<file path="src/rtl/sprite_blitter.sv">
// Draws an SPR_W x SPR_H sprite from a 1-cycle-latency ROM to the VGA adapter,
// with mirroring and off-screen clipping. Define SPRITE_TRANSPARENT_EN to skip key-colour pixels.
module sprite_blitter #(
    parameter int SPR_W       = 5,
    parameter int SPR_H       = 5,
    parameter int ADDR_W      = 7,
    parameter int COLOUR_W    = 3,
    parameter int SCREEN_W    = 160,
    parameter int SCREEN_H    = 120,
    parameter int TRANSPARENT = 0
) (
    input  logic                clock,
    input  logic                reset,
    input  logic                start,
    input  logic [1:0]          mirror,
    input  logic [7:0]          startx,
    input  logic [6:0]          starty,
    output logic [ADDR_W-1:0]   rom_addr,
    input  logic [COLOUR_W-1:0] rom_data,
    output logic [7:0]          x,
    output logic [6:0]          y,
    output logic [COLOUR_W-1:0] colour,
    output logic                plot,
    output logic                busy,
    output logic                done
);

    localparam int CXW = (SPR_W > 1) ? $clog2(SPR_W) : 1;
    localparam int CYW = (SPR_H > 1) ? $clog2(SPR_H) : 1;
    localparam logic [CXW-1:0] CX_LAST = CXW'(SPR_W - 1);
    localparam logic [CYW-1:0] CY_LAST = CYW'(SPR_H - 1);
    localparam logic [COLOUR_W-1:0] KEY_COLOUR = COLOUR_W'(TRANSPARENT);
`ifdef SPRITE_TRANSPARENT_EN
    localparam bit KEY_EN = 1'b1;
`else
    localparam bit KEY_EN = 1'b0;
`endif

    typedef enum logic [1:0] {
        S_IDLE,
        S_SCAN,
        S_FLUSH,
        S_DONE
    } state_t;

    state_t state, state_next;

    logic [7:0]     lat_x;
    logic [6:0]     lat_y;
    logic [1:0]     lat_mirror;
    logic [CXW-1:0] cx;
    logic [CYW-1:0] cy;
    logic [CXW-1:0] sx;
    logic [CYW-1:0] sy;
    logic [8:0]     x_sum;
    logic [7:0]     y_sum;
    logic           in_screen;
    logic           last_pixel;
    logic           plot_q;
    logic           pix_valid;

    assign last_pixel = (cx == CX_LAST) && (cy == CY_LAST);

    always_ff @(posedge clock or posedge reset) begin
        if (reset) begin
            state <= S_IDLE;
        end else begin
            state <= state_next;
        end
    end

    always_comb begin
        state_next = state;
        case (state)
            S_IDLE:  if (start) state_next = S_SCAN;
            S_SCAN:  if (last_pixel) state_next = S_FLUSH;
            S_FLUSH: state_next = S_DONE;
            S_DONE:  state_next = S_IDLE;
            default: state_next = S_IDLE;
        endcase
    end

    // Origin and mirroring are captured once so callers may move on immediately.
    always_ff @(posedge clock or posedge reset) begin
        if (reset) begin
            lat_x      <= '0;
            lat_y      <= '0;
            lat_mirror <= '0;
        end else if (state == S_IDLE && start) begin
            lat_x      <= startx;
            lat_y      <= starty;
            lat_mirror <= mirror;
        end
    end

    always_ff @(posedge clock or posedge reset) begin
        if (reset) begin
            cx <= '0;
            cy <= '0;
        end else if (state == S_SCAN) begin
            if (cx == CX_LAST) begin
                cx <= '0;
                cy <= (cy == CY_LAST) ? '0 : cy + CYW'(1);
            end else begin
                cx <= cx + CXW'(1);
            end
        end else begin
            cx <= '0;
            cy <= '0;
        end
    end

    always_comb begin
        sx        = lat_mirror[0] ? (CX_LAST - cx) : cx;
        sy        = lat_mirror[1] ? (CY_LAST - cy) : cy;
        rom_addr  = ADDR_W'(sy) * ADDR_W'(SPR_W) + ADDR_W'(sx);
        x_sum     = {1'b0, lat_x} + 9'(cx);
        y_sum     = {1'b0, lat_y} + 8'(cy);
        in_screen = (x_sum < 9'(SCREEN_W)) && (y_sum < 8'(SCREEN_H));
    end

    // Coordinates are registered alongside the ROM read so they line up with rom_data.
    always_ff @(posedge clock or posedge reset) begin
        if (reset) begin
            x         <= '0;
            y         <= '0;
            plot_q    <= 1'b0;
            pix_valid <= 1'b0;
        end else if (state == S_SCAN) begin
            x         <= x_sum[7:0];
            y         <= y_sum[6:0];
            plot_q    <= in_screen;
            pix_valid <= 1'b1;
        end else begin
            plot_q    <= 1'b0;
            pix_valid <= 1'b0;
        end
    end

    assign colour = pix_valid ? rom_data : '0;
    assign plot   = plot_q && !(KEY_EN && (rom_data == KEY_COLOUR));
    assign busy   = (state == S_SCAN) || (state == S_FLUSH);
    assign done   = (state == S_DONE);

endmodule
</file>
<file path="config.mk">
export PLATFORM = sky130hd
export DESIGN_NAME = sprite_blitter
export DESIGN_NICKNAME = d
export VERILOG_FILES = /design/src/rtl/sprite_blitter.sv
export SDC_FILE = /design/constraint.sdc
export NUM_CORES = 1
export LEC_CHECK = 0
export BUFFER_PORTS_ARGS = -buffer_cell sky130_fd_sc_hd__buf_2
export CAP_MARGIN = 20
export CORE_MARGIN = 3
export CORE_UTILIZATION = 54
export DETAILED_ROUTE_END_ITERATION = 10
export PLACE_DENSITY_LB_ADDON = 0.05
export SETUP_SLACK_MARGIN = 0.5
export SYNTH_ARGS = -nofsm -noshare
export SYNTH_HDL_FRONTEND = slang
export SYNTH_SLANG_ARGS = --single-unit
</file>
<file path="constraint.sdc">
create_clock -name clock -period 3.5 [get_ports clock]
set_input_delay 0.525 -clock clock [delete_from_list [all_inputs] [get_ports clock]]
set_output_delay 0.525 -clock clock [all_outputs]
set_load 0.01 [all_outputs]
</file>
# --- Word level (Yosys, flattened, before mapping) ---
# Index checks and enable logic that the tools add are counted.
totals:
  latch_bits: 0
  input_bits: 23
  n_memories: 0
  ff_bits: 42
  romBits: 0
  mem_bits_rw: 0
  output_inout_bits: 28
  elab_cells: 47
op_classes:
  mux: 13
  div: 0
  n_bitwise: 0
  n_reduce_logical: 6
  shift: 0
  add_sub_neg: 7
  multipliers: 1
  magnitude_cmp: 2
  eq_ne: 8
op_table:
  columns: ["operator", "n"]
  rows:
  - ["two-way mux 3 bit", 8]
  - ["adder 8 x 3 -> 9 bit", 1]
  - ["less-than comparator 9 x 8 -> 1 bit (second input constant)", 1]
  - ["adder 7 x 3 -> 8 bit", 1]
  - ["less-than comparator 8 x 7 -> 1 bit (second input constant)", 1]
  - ["case mux 2 bit (4 select lines)", 1]
  - ["adder 6 x 3 -> 7 bit", 1]
  - ["adder 3 x 1 -> 3 bit (second input constant)", 2]
  - ["== test 3 bit (second input constant)", 2]
  - ["multiplier 3 x 3 -> 6 bit (second input constant)", 1]
  - ["!= test 2 bit (second input constant)", 3]
  - ["subtractor 3 bit (first input constant)", 2]
  - ["== test 2 bit (second input constant)", 2]
  - ["two-way mux 2 bit", 2]
  - ["logical AND 1 bit", 3]
  - ["== test 2 x 1 -> 1 bit (second input constant)", 1]
  - ["zero test 2 bit", 1]
  - ["two-way mux 1 bit", 2]
  - ["AND reduction 2 bit", 1]
  - ["logical OR 1 bit", 1]

# --- Logic depth before layout (Yosys ltp) ---
# Gate-level depths: netlist (run 1).
depth:
  ltp_word: 4
  mapped_depth: 10
  ltp_nobuf: 10

# --- Least setup slack after synthesis (run 1) ---
# No wires, ideal clock.
synth_path:
  path_type: "register to output"
  startpoint: "register cy[0]"
  endpoint: "output port rom_addr[5]"
  required_ps: 2975
  stages_incl_launch_ff: 10
  setup_slack_ps: 504
  arrival_time_ps: 2471
  path_buffers: 0
  cell_sequence: "dfrtp_1 inv_1 ha_1 ha_1 mux2_2 xnor2_1 ha_1 fa_1 a21o_1 a21o_1"
synth_between:
  elab_chain_len: 4
synth_lines:
  columns: ["element", "line", "text"]
  rows:
  - ["from (decl)", "52", "logic [CYW-1:0] cy;"]
  - ["from (signal assigned)", "103", "cy <= (cy == CY_LAST) ? '0 : cy + CYW'(1);"]
  - ["subtractor 3 bit", "115", "sy = lat_mirror[1] ? (CY_LAST - cy) : cy;"]
  - ["two-way mux 3 bit (*)", "115", null]
  - ["multiplier 3 x 3 -> 6 bit (*)", "116", "rom_addr = ADDR_W'(sy) * ADDR_W'(SPR_W) + ADDR_W'(sx);"]
  - ["adder 6 x 3 -> 7 bit (*)", "116", null]
  - ["to (decl)", "18", "output logic [ADDR_W-1:0] rom_addr,"]
# Every way passes the cells marked *; elsewhere a longest branch is shown, timed or not.

# --- Worst setup path after layout (run 1) ---
# Same ends and word-level chain as after synthesis.

==> flow_summary.html, run 1 <==
<table>
<tr><th>Metric</th><th>Value</th></tr>
<tr><th colspan="2">STA</th></tr>
<tr><td>Hold violation count in the final report</td><td>0</td></tr>
<tr><td>Final cycle utilization of the critical path</td><td>0.9084</td></tr>
<tr><td>Number of pins with negative max-slew slack in the final report</td><td>0</td></tr>
<tr><td>Worst-case headroom to the max-slew limit</td><td>0.4564</td></tr>
<tr><td>Worst clock skew on the final layout</td><td>9.662 ps</td></tr>
<tr><td>Maximum clock frequency</td><td>314.5 MHz</td></tr>
<tr><td>Final setup violation count</td><td>0</td></tr>
<tr><td>Slew @ Worst Pin</td><td>813.4 ps</td></tr>
<tr><td>Sum of negative setup slack</td><td>0 ps</td></tr>
<tr><td>RSZ-0062 raised after global routing</td><td>yes</td></tr>
<tr><td>Smallest hold slack</td><td>340.7 ps</td></tr>
<tr><td>Min Tclk post-route</td><td>3179 ps</td></tr>
<tr><th colspan="2">Worst setup path</th></tr>
<tr><td>Setup slack, reg-to-reg</td><td>1480 ps</td></tr>
<tr><td>Crit path launch type</td><td>register</td></tr>
<tr><td>Largest fanout of any net on the critical path</td><td>2</td></tr>
<tr><td>Endpoint of the worst setup timing path</td><td>rom_addr[5]</td></tr>
<tr><td>Critical path required time</td><td>2970 ps</td></tr>
<tr><td>Beginning of the worst register-to-register path</td><td>cx[0]</td></tr>
<tr><td>Capturing element type of the critical path</td><td>output pin</td></tr>
<tr><td>Worst R2R Path Depth</td><td>8</td></tr>
<tr><td>Crit path kind</td><td>register to output pin</td></tr>
<tr><td>CP Data Arrival Time</td><td>2650 ps</td></tr>
<tr><td>CP Launch Point</td><td>cy[0]</td></tr>
<tr><td>Crit Reg-Reg Endpoint</td><td>plot</td></tr>
<tr><th colspan="2">Final layout</th></tr>
<tr><td>Growth of design area from synthesis to finish</td><td>24.69%</td></tr>
<tr><td>Ant diodes</td><td>0</td></tr>
<tr><td>Number of nets in the final layout</td><td>325</td></tr>
<tr><td>Ratio of cells with drive above 1 in the final layout</td><td>0.4000</td></tr>
<tr><td>Count of fill cells added during filler insertion</td><td>318</td></tr>
<tr><td>Post-route non-filler standard cell count</td><td>325</td></tr>
<tr><th colspan="2">Pwr</th></tr>
<tr><td>Standby leakage power</td><td>1.468 nW</td></tr>
<tr><td>Largest voltage drop on the vdd net</td><td>0.5729 mV</td></tr>
<tr><td>Total power per unit cell area</td><td>847.2 nW/um^2</td></tr>
<tr><th colspan="2">Floorplan</th></tr>
<tr><td>IO Count</td><td>51</td></tr>
<tr><td>Total die area</td><td>5295 um^2</td></tr>
<tr><td>Initial Util</td><td>0.5809</td></tr>
<tr><td>Width of the chip</td><td>72.77 um</td></tr>
<tr><td>Core area</td><td>4144 um^2</td></tr>
<tr><td>Height of the die</td><td>72.77 um</td></tr>
<tr><td>Placement Rows</td><td>23</td></tr>
<tr><th colspan="2">Route</th></tr>
<tr><td>DRC violation total after the first TritonRoute iteration</td><td>73</td></tr>
<tr><td>Via density</td><td>5.391</td></tr>
<tr><td>Routed vias</td><td>1752</td></tr>
<tr><td>DRC</td><td>0</td></tr>
<tr><td>Detailed Route WL</td><td>4.898 mm</td></tr>
<tr><td>Detailed-routing iteration count for the pre-antenna-repair pass</td><td>4</td></tr>
<tr><td>Number of routed nets with antenna violations</td><td>0</td></tr>
<tr><td>Routed length per instance</td><td>15.07 um</td></tr>
<tr><th colspan="2">Clock network</th></tr>
<tr><td>Clock root cell</td><td>sky130_fd_sc_hd__clkbuf_8</td></tr>
<tr><td>Clock transition at the register clock pins on the worst setup and hold paths after CTS</td><td>80 ps</td></tr>
<tr><td>CTS HTree Levels</td><td>2</td></tr>
<tr><td>TritonCTS clock tree</td><td>done</td></tr>
<tr><td>Hold buffer count at cts</td><td>0</td></tr>
<tr><td>Maximum number of buffers from clock root to sink</td><td>2</td></tr>
<tr><td>Num Clock Sinks</td><td>42</td></tr>
<tr><td>Skew-Pair Late Insertion Delay</td><td>290 ps</td></tr>
<tr><td>Number of buffers created by CTS</td><td>5</td></tr>
<tr><th colspan="2">Min path</th></tr>
<tr><td>Kind of path behind the tightest hold check</td><td>input pin to async pin</td></tr>
<tr><th colspan="2">Synthesis</th></tr>
<tr><td>Count of different cell masters after synthesis</td><td>42</td></tr>
<tr><td>Share of synthesized flip-flops with an asynchronous set or reset</td><td>1.000</td></tr>
<tr><td>Number of flops mapped to enable cells by yosys</td><td>0</td></tr>
<tr><td>Count of mapped cells out of synthesis</td><td>213</td></tr>
<tr><td>Cell type with the highest aggregate area in the netlist</td><td>sky130_fd_sc_hd__dfrtp_1</td></tr>
<tr><td>Number of flip-flops and latches in the synthesized netlist</td><td>42</td></tr>
<tr><td>Cell area after synthesis</td><td>2407 um^2</td></tr>
<tr><td>Area share of the largest cell type after synthesis</td><td>0.4366</td></tr>
<tr><td>Syn. warnings</td><td>0</td></tr>
<tr><td>Most used DFF post-synth</td><td>sky130_fd_sc_hd__dfrtp_1</td></tr>
<tr><td>Fraction of the yosys area taken by sequential cells</td><td>0.4366</td></tr>
<tr><td>Total nets after synthesis</td><td>264</td></tr>
<tr><td>Mean instance size in the synthesized netlist</td><td>11.30 um^2</td></tr>
<tr><td>Area contributors post-synth</td><td>sky130_fd_sc_hd__dfrtp_1 44%, sky130_fd_sc_hd__ha_1 13%, sky130_fd_sc_hd__mux2_2 12%</td></tr>
<tr><th colspan="2">GRT</th></tr>
<tr><td>Wire length of the first global-routing pass</td><td>7.921 mm</td></tr>
<tr><td>GRT Overall Usage</td><td>0.1964</td></tr>
<tr><td>Largest net degree at the start of global routing</td><td>43</td></tr>
<tr><td>Grt total ovfl</td><td>0</td></tr>
<tr><td>Number of global-route vias before repair</td><td>1721</td></tr>
<tr><td>Number of antenna violations at the first check in global routing</td><td>0</td></tr>
<tr><th colspan="2">Status</th></tr>
<tr><td>Result of the run</td><td>finished, final reports clean</td></tr>
<tr><th colspan="2">Placement</th></tr>
<tr><td>Detailed placement HPWL</td><td>3.331 mm</td></tr>
<tr><td>Routability congestion estimate from global placement</td><td>0.7404</td></tr>
<tr><td>Dpl cells</td><td>308</td></tr>
<tr><td>Port Buf Inserts</td><td>49</td></tr>
<tr><th colspan="2">Job</th></tr>
<tr><td>Number of max-capacitance violations reported</td><td>0</td></tr>
</table>
==> area by class of cell <==
class / instances / area (um^2) / share of cell area
Multi-Input combinational cell: 152 / 1359 / 0.4527
Sequential cell: 42 / 1051 / 0.3501
Timing Repair Buffer: 60 / 337.8 / 0.1125
Clock buffer: 6 / 82.58 / 0.02751
Tap cell: 50 / 62.56 / 0.02084
Clock inverter: 2 / 60.06 / 0.02001
Inverter: 13 / 48.80 / 0.01626
==> sequential cells by signal (all words and copies together), names as in the netlist <==
| signal | count |
|---|---|
| state | 2 |
| cx | 3 |
| lat_mirror | 2 |
| lat_y | 7 |
| cy | 3 |
| lat_x | 8 |
| plot | 1 |
| x | 8 |
| y | 7 |
| pix_valid | 1 |
==> stage by stage <==
step             util  power [mW]  setup WS (ps)  instance area, um^2
2_1_floorplan       -       1.661          504.1                 2407
3_3_place_gp   0.6516       1.950          328.4                 2700
5_1_grt        0.7243       2.751          215.3                 3002
6_report       0.7243       2.543          320.6                 3002
3_5_place_dp   0.6516       1.979          246.9                 2700
4_1_cts        0.7141       2.516          337.5                 2959
==> timing repair <==
action / 4_1_cts / 5_1_grt
setup buffers: 6 / 3
resized for setup: 13 / 3
endpoints found under the setup margin: 4 / 4
pin swaps: 8 / 5
==> cell usage after synthesis, types with 4 or more instances <==
cell type	instances
sky130_fd_sc_hd__dfrtp_1	42
sky130_fd_sc_hd__ha_1	25
sky130_fd_sc_hd__mux2_2	25
sky130_fd_sc_hd__inv_1	13
sky130_fd_sc_hd__nor2_1	13
sky130_fd_sc_hd__a21oi_1	12
sky130_fd_sc_hd__nand2_1	11
sky130_fd_sc_hd__xnor2_1	10
sky130_fd_sc_hd__o21ai_0	8
sky130_fd_sc_hd__a21o_1	6
sky130_fd_sc_hd__and2_1	5
sky130_fd_sc_hd__xor2_1	4
==> cells by family (layout without fill, tap and decap cells) <==
family | after synthesis | in the layout | share of synthesized area
and+or+nand+nor | 45 | 45 | 0.1014
adders and majority gates | 28 | 28 | 0.1549
DFF | 42 | 42 | 0.4366
muxes | 26 | 26 | 0.1211
other | 1 | 1 | 0.001558
buffers and inverters | 19 | 81 | 0.03274
AOI/OAI and AO/OA | 38 | 38 | 0.1008
xor gates and xnor gates | 14 | 14 | 0.05093
==> cell usage in the layout (no fill, tap or decap), types with 2 or more instances in the layout <==
cell type,Yosys,routed
sky130_fd_sc_hd__fa_1,3,2
sky130_fd_sc_hd__dfrtp_1,42,42
sky130_fd_sc_hd__inv_1,13,10
sky130_fd_sc_hd__bufinv_16,0,2
sky130_fd_sc_hd__nor2b_1,2,2
sky130_fd_sc_hd__o21ai_0,8,8
sky130_fd_sc_hd__mux2_2,25,24
sky130_fd_sc_hd__a21oi_1,12,11
sky130_fd_sc_hd__nand4_1,2,2
sky130_fd_sc_hd__ha_4,0,4
sky130_fd_sc_hd__nor2_1,13,13
sky130_fd_sc_hd__inv_2,0,3
sky130_fd_sc_hd__buf_6,0,2
sky130_fd_sc_hd__ha_1,25,20
sky130_fd_sc_hd__and2_1,5,5
sky130_fd_sc_hd__nand2_1,11,11
sky130_fd_sc_hd__clkbuf_8,0,6
sky130_fd_sc_hd__buf_2,2,48
sky130_fd_sc_hd__a21o_1,6,6
sky130_fd_sc_hd__buf_4,1,10
sky130_fd_sc_hd__a31oi_1,2,2
sky130_fd_sc_hd__nand3_1,3,3
sky130_fd_sc_hd__xor2_1,4,4
sky130_fd_sc_hd__o21a_1,2,2
sky130_fd_sc_hd__xnor2_1,10,9
==> metal layers <==
metal,up-vias,GRT usage,part of all wire
met5,-,0,0
met3,6,0.04545,0.043
met1,840,0.2504,0.45
li1,863,-,-
met4,0,0.04713,0.012
met2,43,0.3377,0.50
==> where the power goes <==
group          internal (mW)  switching, mW
clock network          0.304          0.164
logic                  0.599          0.577
registers              0.712          0.187
total                   1.61          0.928
==> how the worst min path moves through the flow <==
stage / to / cells past startpoint
floorplan: cx[0] / 1
global placement: x[2] / 1
detailed placement: x[2] / 1
CTS: lat_mirror[1] / 3
global route: lat_mirror[1] / 3
finish: cx[0] / 3
==> worst max-delay path, cell delays in order, from the launching register on <==
cell	delay [ps]
sky130_fd_sc_hd__dfrtp_1	390
sky130_fd_sc_hd__inv_2	90
sky130_fd_sc_hd__ha_4	140
sky130_fd_sc_hd__ha_4	190
sky130_fd_sc_hd__mux2_4	300
sky130_fd_sc_hd__xnor2_4	170
sky130_fd_sc_hd__ha_4	240
sky130_fd_sc_hd__fa_2	360
sky130_fd_sc_hd__a21o_1	170
sky130_fd_sc_hd__a21o_1	170
sky130_fd_sc_hd__buf_2	130
Note: power is estimated with default switching activity, not from simulation.
==> run 2, diff against run 1 <==
Settings changed: SETUP_SLACK_MARGIN 0.5 to default.
==> run 2 against run 1 <==
  * Flip-flop and latch count is the same
  * Highest routed layer unchanged
  * Power decreased by 3.2%
  * Setup slack worse by 240 ps
  * Sequential power barely moved
  * Non-clock buffer count is 7 lower
  * Core utilization shrank 2.9 points
==> flow_summary.html, run 2 (synthesis results as in run 1) <==
<table>
<tr><th>Metric</th><th>Value</th></tr>
<tr><th colspan="2">Clock network</th></tr>
<tr><td>CTS HTree Levels</td><td>2</td></tr>
<tr><td>Clock root cell</td><td>sky130_fd_sc_hd__clkbuf_8</td></tr>
<tr><td>Hold buffer count at cts</td><td>0</td></tr>
<tr><td>TritonCTS clock tree</td><td>done</td></tr>
<tr><td>Number of buffers created by CTS</td><td>5</td></tr>
<tr><td>Num Clock Sinks</td><td>42</td></tr>
<tr><td>Clock transition at the register clock pins on the worst setup and hold paths after CTS</td><td>80 ps</td></tr>
<tr><td>Maximum number of buffers from clock root to sink</td><td>2</td></tr>
<tr><td>Skew-Pair Late Insertion Delay</td><td>300 ps</td></tr>
<tr><th colspan="2">Pwr</th></tr>
<tr><td>Total power per unit cell area</td><td>854.5 nW/um^2</td></tr>
<tr><td>Standby leakage power</td><td>1.428 nW</td></tr>
<tr><td>Largest voltage drop on the vdd net</td><td>0.5702 mV</td></tr>
<tr><th colspan="2">Placement</th></tr>
<tr><td>Worst setup timing slack at the placement stage</td><td>246.9 ps</td></tr>
<tr><td>Detailed placement HPWL</td><td>3.331 mm</td></tr>
<tr><td>Routability congestion estimate from global placement</td><td>0.7404</td></tr>
<tr><td>Port Buf Inserts</td><td>49</td></tr>
<tr><th colspan="2">Floorplan</th></tr>
<tr><td>IO Count</td><td>51</td></tr>
<tr><td>Core area</td><td>4144 um^2</td></tr>
<tr><td>Total die area</td><td>5295 um^2</td></tr>
<tr><td>Placement Rows</td><td>23</td></tr>
<tr><td>Height of the die</td><td>72.77 um</td></tr>
<tr><td>Initial Util</td><td>0.5809</td></tr>
<tr><td>Width of the chip</td><td>72.77 um</td></tr>
<tr><th colspan="2">Final layout</th></tr>
<tr><td>Commonest non-fill, non-tap cell in the layout</td><td>sky130_fd_sc_hd__buf_2</td></tr>
<tr><td>Growth of design area from synthesis to finish</td><td>19.70%</td></tr>
<tr><td>Ant diodes</td><td>0</td></tr>
<tr><td>Commonest cells after routing, fill and taps aside</td><td>49 x sky130_fd_sc_hd__buf_2, 42 x sky130_fd_sc_hd__dfrtp_1, 25 x sky130_fd_sc_hd__mux2_2</td></tr>
<tr><td>Ratio of cells with drive above 1 in the final layout</td><td>0.3545</td></tr>
<tr><td>Top Registers</td><td>lat_x x8, x x8</td></tr>
<tr><td>Number of nets in the final layout</td><td>318</td></tr>
<tr><th colspan="2">GRT</th></tr>
<tr><td>Largest net degree at the start of global routing</td><td>43</td></tr>
<tr><td>Number of global-route vias before repair</td><td>1650</td></tr>
<tr><td>Number of antenna violations at the first check in global routing</td><td>0</td></tr>
<tr><td>Wire length of the first global-routing pass</td><td>7.624 mm</td></tr>
<tr><td>Met2 GRT Util</td><td>0.3136</td></tr>
<tr><td>GRT Overall Usage</td><td>0.1875</td></tr>
<tr><td>Met1 track demand over resource in global routing</td><td>0.2464</td></tr>
<tr><td>Grt total ovfl</td><td>0</td></tr>
<tr><td>Global routing usage on met3</td><td>0.04545</td></tr>
<tr><td>Top Usage Layer GRT</td><td>met2</td></tr>
<tr><th colspan="2">Worst setup path</th></tr>
<tr><td>Worst R2R Path Depth</td><td>7</td></tr>
<tr><td>Beginning of the worst register-to-register path</td><td>cx[0]</td></tr>
<tr><td>CP Data Arrival Time</td><td>2890 ps</td></tr>
<tr><td>Crit path launch type</td><td>register</td></tr>
<tr><td>Critical path required time</td><td>2970 ps</td></tr>
<tr><td>Largest fanout of any net on the critical path</td><td>3</td></tr>
<tr><td>Crit path kind</td><td>register to output pin</td></tr>
<tr><td>Capturing element type of the critical path</td><td>output pin</td></tr>
<tr><td>Crit Reg-Reg Endpoint</td><td>plot</td></tr>
<tr><td>Setup slack, reg-to-reg</td><td>1490 ps</td></tr>
<tr><th colspan="2">Route</th></tr>
<tr><td>Routed vias</td><td>1691</td></tr>
<tr><td>Detailed Route WL</td><td>4.615 mm</td></tr>
<tr><td>DRC</td><td>0</td></tr>
<tr><td>Via density</td><td>5.318</td></tr>
<tr><td>DRC violation total after the first TritonRoute iteration</td><td>80</td></tr>
<tr><td>Detailed-routing iteration count for the pre-antenna-repair pass</td><td>4</td></tr>
<tr><td>Routed length per instance</td><td>14.51 um</td></tr>
<tr><td>Number of routed nets with antenna violations</td><td>0</td></tr>
<tr><th colspan="2">STA</th></tr>
<tr><td>Worst-case setup margin in the final layout</td><td>81.30 ps</td></tr>
<tr><td>Min Tclk post-route</td><td>3419 ps</td></tr>
<tr><td>Worst-case headroom to the max-slew limit</td><td>0.4635</td></tr>
<tr><td>Worst clock skew on the final layout</td><td>9.125 ps</td></tr>
<tr><td>Sum of negative setup slack</td><td>0 ps</td></tr>
<tr><td>Slew @ Worst Pin</td><td>802.7 ps</td></tr>
<tr><td>Final setup violation count</td><td>0</td></tr>
<tr><td>Hold violation count in the final report</td><td>0</td></tr>
<tr><td>Number of pins with negative max-slew slack in the final report</td><td>0</td></tr>
<tr><td>Final cycle utilization of the critical path</td><td>0.9768</td></tr>
<tr><td>Maximum clock frequency</td><td>292.5 MHz</td></tr>
<tr><th colspan="2">Status</th></tr>
<tr><td>Result of the run</td><td>finished, final reports clean</td></tr>
<tr><th colspan="2">Min path</th></tr>
<tr><td>Kind of path behind the tightest hold check</td><td>input pin to async pin</td></tr>
<tr><th colspan="2">Job</th></tr>
<tr><td>Number of max-capacitance violations reported</td><td>0</td></tr>
</table>
run 2: cell types whose count changed in the layout (fill, tap and decap cells not counted), moves of 2 or more:
cell / previous run / this run
sky130_fd_sc_hd__buf_4: 10 / 4
sky130_fd_sc_hd__ha_1: 20 / 24
sky130_fd_sc_hd__ha_4: 4 / 1
sky130_fd_sc_hd__inv_1: 10 / 13
sky130_fd_sc_hd__inv_2: 3 / 0
sky130_fd_sc_hd__buf_6: 2 / 0
run 2: timing repair:
action / CTS / global route
gates cloned: 0 / 0
endpoints found under the setup margin: 2 / 2
gates resized for setup: 0 / 3
pin swaps: 0 / 1
setup buffers: 2 / 0
run 2: critical path: stages (launching register included):
cell and delay, ps:
sky130_fd_sc_hd__dfrtp_1 350, sky130_fd_sc_hd__inv_1 100, sky130_fd_sc_hd__ha_1 210, sky130_fd_sc_hd__ha_1 270, sky130_fd_sc_hd__mux2_2 310, sky130_fd_sc_hd__xnor2_2 190
sky130_fd_sc_hd__ha_4 240, sky130_fd_sc_hd__fa_1 450, sky130_fd_sc_hd__a21o_1 170, sky130_fd_sc_hd__a21o_1 170, sky130_fd_sc_hd__buf_2 130
run 2: stage by stage:
stage	cells	power [mW]	util	area, um^2	hold slack (ps)
2_1_floorplan	213	1.661	-	2407	478.8
3_3_place_gp	308	1.950	0.6516	2700	486.7
3_5_place_dp	308	1.979	0.6516	2700	490.7
4_1_cts	318	2.465	0.6896	2858	364.8
5_1_grt	318	2.678	0.6954	2882	386.2
6_report	318	2.462	0.6954	2882	341.0
run 2: worst max path at each step:
stage	startpoint	endpoint	depth (start not counted)	slack [ps]
floorplan	cy[0]	rom_addr[5]	9	500
global placement	cy[0]	rom_addr[5]	10	330
detailed placement	cy[0]	rom_addr[4]	11	250
CTS	cy[0]	rom_addr[4]	11	50
global route	cy[0]	rom_addr[5]	10	-30
finish	cy[0]	rom_addr[5]	10	80
run 2: layout make-up:
class,instances,area (um^2)
Tap cell,50,62.56
Clock buffer,6,82.58
Multi-Input combinational cell,152,1301
Sequential cell,42,1051
Timing Repair Buffer,53,275.3
Clock inverter,2,60.06
Fill cell,340,1262
Inverter,13,48.80
run 2: report_power, final:
part | switching, mW | internal (mW) | total [mW]
logic | 0.547 | 0.545 | 1.09
clock network | 0.165 | 0.304 | 0.469
registers | 0.189 | 0.712 | 0.900
total | 0.901 | 1.56 | 2.46
run 2: routing by layer:
| layer | vias to the layer above | routed length [um] |
|---|---|---|
| met4 | 0 | 48 |
| met2 | 37 | 2217 |
| met5 | - | 0 |
| li1 | 845 | - |
| met1 | 804 | 2134 |
| met3 | 5 | 215 |
==> run 3, diff against run 2 <==
Settings changed: GPL_TIMING_DRIVEN from default to 0, PLACE_DENSITY from default to 0.8, PLACE_DENSITY_LB_ADDON 0.05 to default.
==> run 3 against run 2 <==
  * Power decreased by 5.0%
  * Largest cell class unchanged
  * Clock power fell by 24%
  * Global-route usage shrank 0.14 points
  * Critical path type unchanged
  * Highest routed layer unchanged
  * Register-to-register slack lost 50 ps
  * Cell area is 1.2% lower
==> flow_summary.html, run 3 (synthesis results as in run 1) <==
<table>
<tr><th>Metric</th><th>Value</th></tr>
<tr><th colspan="2">Pwr</th></tr>
<tr><td>Largest voltage drop on the vdd net</td><td>0.5906 mV</td></tr>
<tr><td>Total design power</td><td>2.339 mW</td></tr>
<tr><td>Total power per unit cell area</td><td>821.2 nW/um^2</td></tr>
<tr><td>Standby leakage power</td><td>1.414 nW</td></tr>
<tr><th colspan="2">GRT</th></tr>
<tr><td>Largest net degree at the start of global routing</td><td>43</td></tr>
<tr><td>Wire length of the first global-routing pass</td><td>7.521 mm</td></tr>
<tr><td>Grt total ovfl</td><td>0</td></tr>
<tr><td>Number of antenna violations at the first check in global routing</td><td>0</td></tr>
<tr><td>GRT Overall Usage</td><td>0.1860</td></tr>
<tr><td>Number of global-route vias before repair</td><td>1666</td></tr>
<tr><th colspan="2">Floorplan</th></tr>
<tr><td>IO Count</td><td>51</td></tr>
<tr><td>Total die area</td><td>5295 um^2</td></tr>
<tr><td>Height of the die</td><td>72.77 um</td></tr>
<tr><td>Width of the chip</td><td>72.77 um</td></tr>
<tr><td>Initial Util</td><td>0.5809</td></tr>
<tr><td>Placement Rows</td><td>23</td></tr>
<tr><td>Core area</td><td>4144 um^2</td></tr>
<tr><th colspan="2">Final layout</th></tr>
<tr><td>Count of fill cells added during filler insertion</td><td>324</td></tr>
<tr><td>Number of nets in the final layout</td><td>322</td></tr>
<tr><td>Share of the core filled with cells</td><td>0.6872</td></tr>
<tr><td>Multi-input logic area</td><td>1284 um^2</td></tr>
<tr><td>Commonest non-fill, non-tap cell in the layout</td><td>sky130_fd_sc_hd__buf_2</td></tr>
<tr><td>Ratio of cells with drive above 1 in the final layout</td><td>0.3603</td></tr>
<tr><td>Ant diodes</td><td>0</td></tr>
<tr><td>Flip-flop and latch area</td><td>1052 um^2</td></tr>
<tr><td>Post-route non-filler standard cell count</td><td>322</td></tr>
<tr><td>Commonest cells after routing, fill and taps aside</td><td>51 x sky130_fd_sc_hd__buf_2, 41 x sky130_fd_sc_hd__dfrtp_1, 25 x sky130_fd_sc_hd__mux2_2, 25 x sky130_fd_sc_hd__ha_1, 13 x sky130_fd_sc_hd__nor2_1</td></tr>
<tr><td>Top Registers</td><td>lat_x x8, x x8</td></tr>
<tr><td>Growth of design area from synthesis to finish</td><td>18.30%</td></tr>
<tr><th colspan="2">Placement</th></tr>
<tr><td>Port Buf Inserts</td><td>49</td></tr>
<tr><td>Detailed placement HPWL</td><td>3.428 mm</td></tr>
<tr><td>Routability congestion estimate from global placement</td><td>0.8065</td></tr>
<tr><td>Dpl cells</td><td>312</td></tr>
<tr><th colspan="2">Clock network</th></tr>
<tr><td>Num Clock Sinks</td><td>42</td></tr>
<tr><td>Clock transition at the register clock pins on the worst setup and hold paths after CTS</td><td>80 ps</td></tr>
<tr><td>Maximum number of buffers from clock root to sink</td><td>2</td></tr>
<tr><td>Clock root cell</td><td>sky130_fd_sc_hd__clkbuf_8</td></tr>
<tr><td>CTS HTree Levels</td><td>2</td></tr>
<tr><td>TritonCTS clock tree</td><td>done</td></tr>
<tr><td>Skew-Pair Late Insertion Delay</td><td>290 ps</td></tr>
<tr><td>Number of buffers created by CTS</td><td>5</td></tr>
<tr><th colspan="2">Route</th></tr>
<tr><td>DRC</td><td>0</td></tr>
<tr><td>Detailed-routing iteration count for the pre-antenna-repair pass</td><td>4</td></tr>
<tr><td>Routed length per instance</td><td>13.99 um</td></tr>
<tr><td>Number of routed nets with antenna violations</td><td>0</td></tr>
<tr><td>Detailed Route WL</td><td>4.505 mm</td></tr>
<tr><td>DRC violation total after the first TritonRoute iteration</td><td>70</td></tr>
<tr><td>Via density</td><td>5.335</td></tr>
<tr><td>Routed vias</td><td>1718</td></tr>
<tr><th colspan="2">STA</th></tr>
<tr><td>Hold violation count in the final report</td><td>0</td></tr>
<tr><td>Number of pins with negative max-slew slack in the final report</td><td>0</td></tr>
<tr><td>Min Tclk post-route</td><td>3370 ps</td></tr>
<tr><td>Slew @ Worst Pin</td><td>881.7 ps</td></tr>
<tr><td>Final setup violation count</td><td>0</td></tr>
<tr><td>Worst-case headroom to the max-slew limit</td><td>0.4113</td></tr>
<tr><td>Final cycle utilization of the critical path</td><td>0.9628</td></tr>
<tr><td>RSZ-0062 raised after global routing</td><td>yes</td></tr>
<tr><td>Maximum clock frequency</td><td>296.7 MHz</td></tr>
<tr><td>Worst clock skew on the final layout</td><td>3.056 ps</td></tr>
<tr><th colspan="2">Worst setup path</th></tr>
<tr><td>CP Launch Point</td><td>cy[0]</td></tr>
<tr><td>Largest fanout of any net on the critical path</td><td>3</td></tr>
<tr><td>Crit Reg-Reg Endpoint</td><td>plot</td></tr>
<tr><td>Crit path kind</td><td>register to output pin</td></tr>
<tr><td>Critical path required time</td><td>2970 ps</td></tr>
<tr><td>Endpoint of the worst setup timing path</td><td>rom_addr[4]</td></tr>
<tr><td>Beginning of the worst register-to-register path</td><td>cy[0]</td></tr>
<tr><td>Capturing element type of the critical path</td><td>output pin</td></tr>
<tr><td>CP Data Arrival Time</td><td>2840 ps</td></tr>
<tr><td>Worst R2R Path Depth</td><td>7</td></tr>
<tr><td>Crit path launch type</td><td>register</td></tr>
<tr><td>Setup slack, reg-to-reg</td><td>1440 ps</td></tr>
<tr><th colspan="2">Job</th></tr>
<tr><td>Number of max-capacitance violations reported</td><td>0</td></tr>
<tr><th colspan="2">Status</th></tr>
<tr><td>Result of the run</td><td>finished, final reports clean</td></tr>
<tr><th colspan="2">Min path</th></tr>
<tr><td>Kind of path behind the tightest hold check</td><td>input pin to async pin</td></tr>
</table>
-- run 3: per-layer routing --
layer  vias to the layer above  track usage  routed length [um]
met1                       825       0.2552                2056
met4                         0      0.06148                  62
met2                        30       0.2926                2200
met3                         5      0.04270                 185
li1                        858            -                   -
met5                         -            0                   0
-- run 3: repair_timing --
action | in CTS | in global routing
hold buffers | 0 | 0
gates cloned | 0 | 0
setup endpoints to repair | 2 | 2
pin swaps | 0 | 1
setup buffers | 2 | 0
gates resized for setup | 1 | 2
-- run 3: area by class of cell --
class                           instances  share of cell area
Tap cell                               50             0.02197
Inverter                               13             0.01714
Clock buffer                            8             0.03866
Buffer                                  6             0.01054
Multi-Input combinational cell        152              0.4508
Timing Repair Buffer                   51             0.09139
Sequential cell                        42              0.3695
-- run 3: how the worst min path moves through the flow --
stage / end / slack, ps
detailed placement: x[3] / 490
global placement: x[3] / 490
global route: lat_x[4] / 450
finish: y[6] / 420
CTS: x[5] / 430
floorplan: cx[0] / 480
-- run 3: per-stage QoR --
stage	hold WS, ps	worst slack (ps)	instance area (um^2)	setup TNS, ps
2_1_floorplan	478.8	504.1	2407	0
5_1_grt	450.8	-7.637	2848	-7.637
3_5_place_dp	493.6	192.0	2715	0
6_report	418.4	130.1	2848	0
3_3_place_gp	486.2	249.8	2715	0
4_1_cts	432.2	53.03	2841	0
-- run 3: critical path, cell delays in order (launching register included) --
cell and delay (ps):
sky130_fd_sc_hd__dfrtp_2 360, sky130_fd_sc_hd__inv_1 70, sky130_fd_sc_hd__ha_1 210, sky130_fd_sc_hd__ha_1 270, sky130_fd_sc_hd__mux2_2 300, sky130_fd_sc_hd__xnor2_1 130
sky130_fd_sc_hd__ha_1 330, sky130_fd_sc_hd__ha_1 310, sky130_fd_sc_hd__a21o_1 170, sky130_fd_sc_hd__a21oi_2 140, sky130_fd_sc_hd__xnor2_1 120, sky130_fd_sc_hd__buf_2 150
-- run 3: report_power, final --
part	internal (mW)	switching, mW	total (mW)
registers	0.712	0.178	0.890
clock network	0.199	0.159	0.358
logic	0.533	0.557	1.09
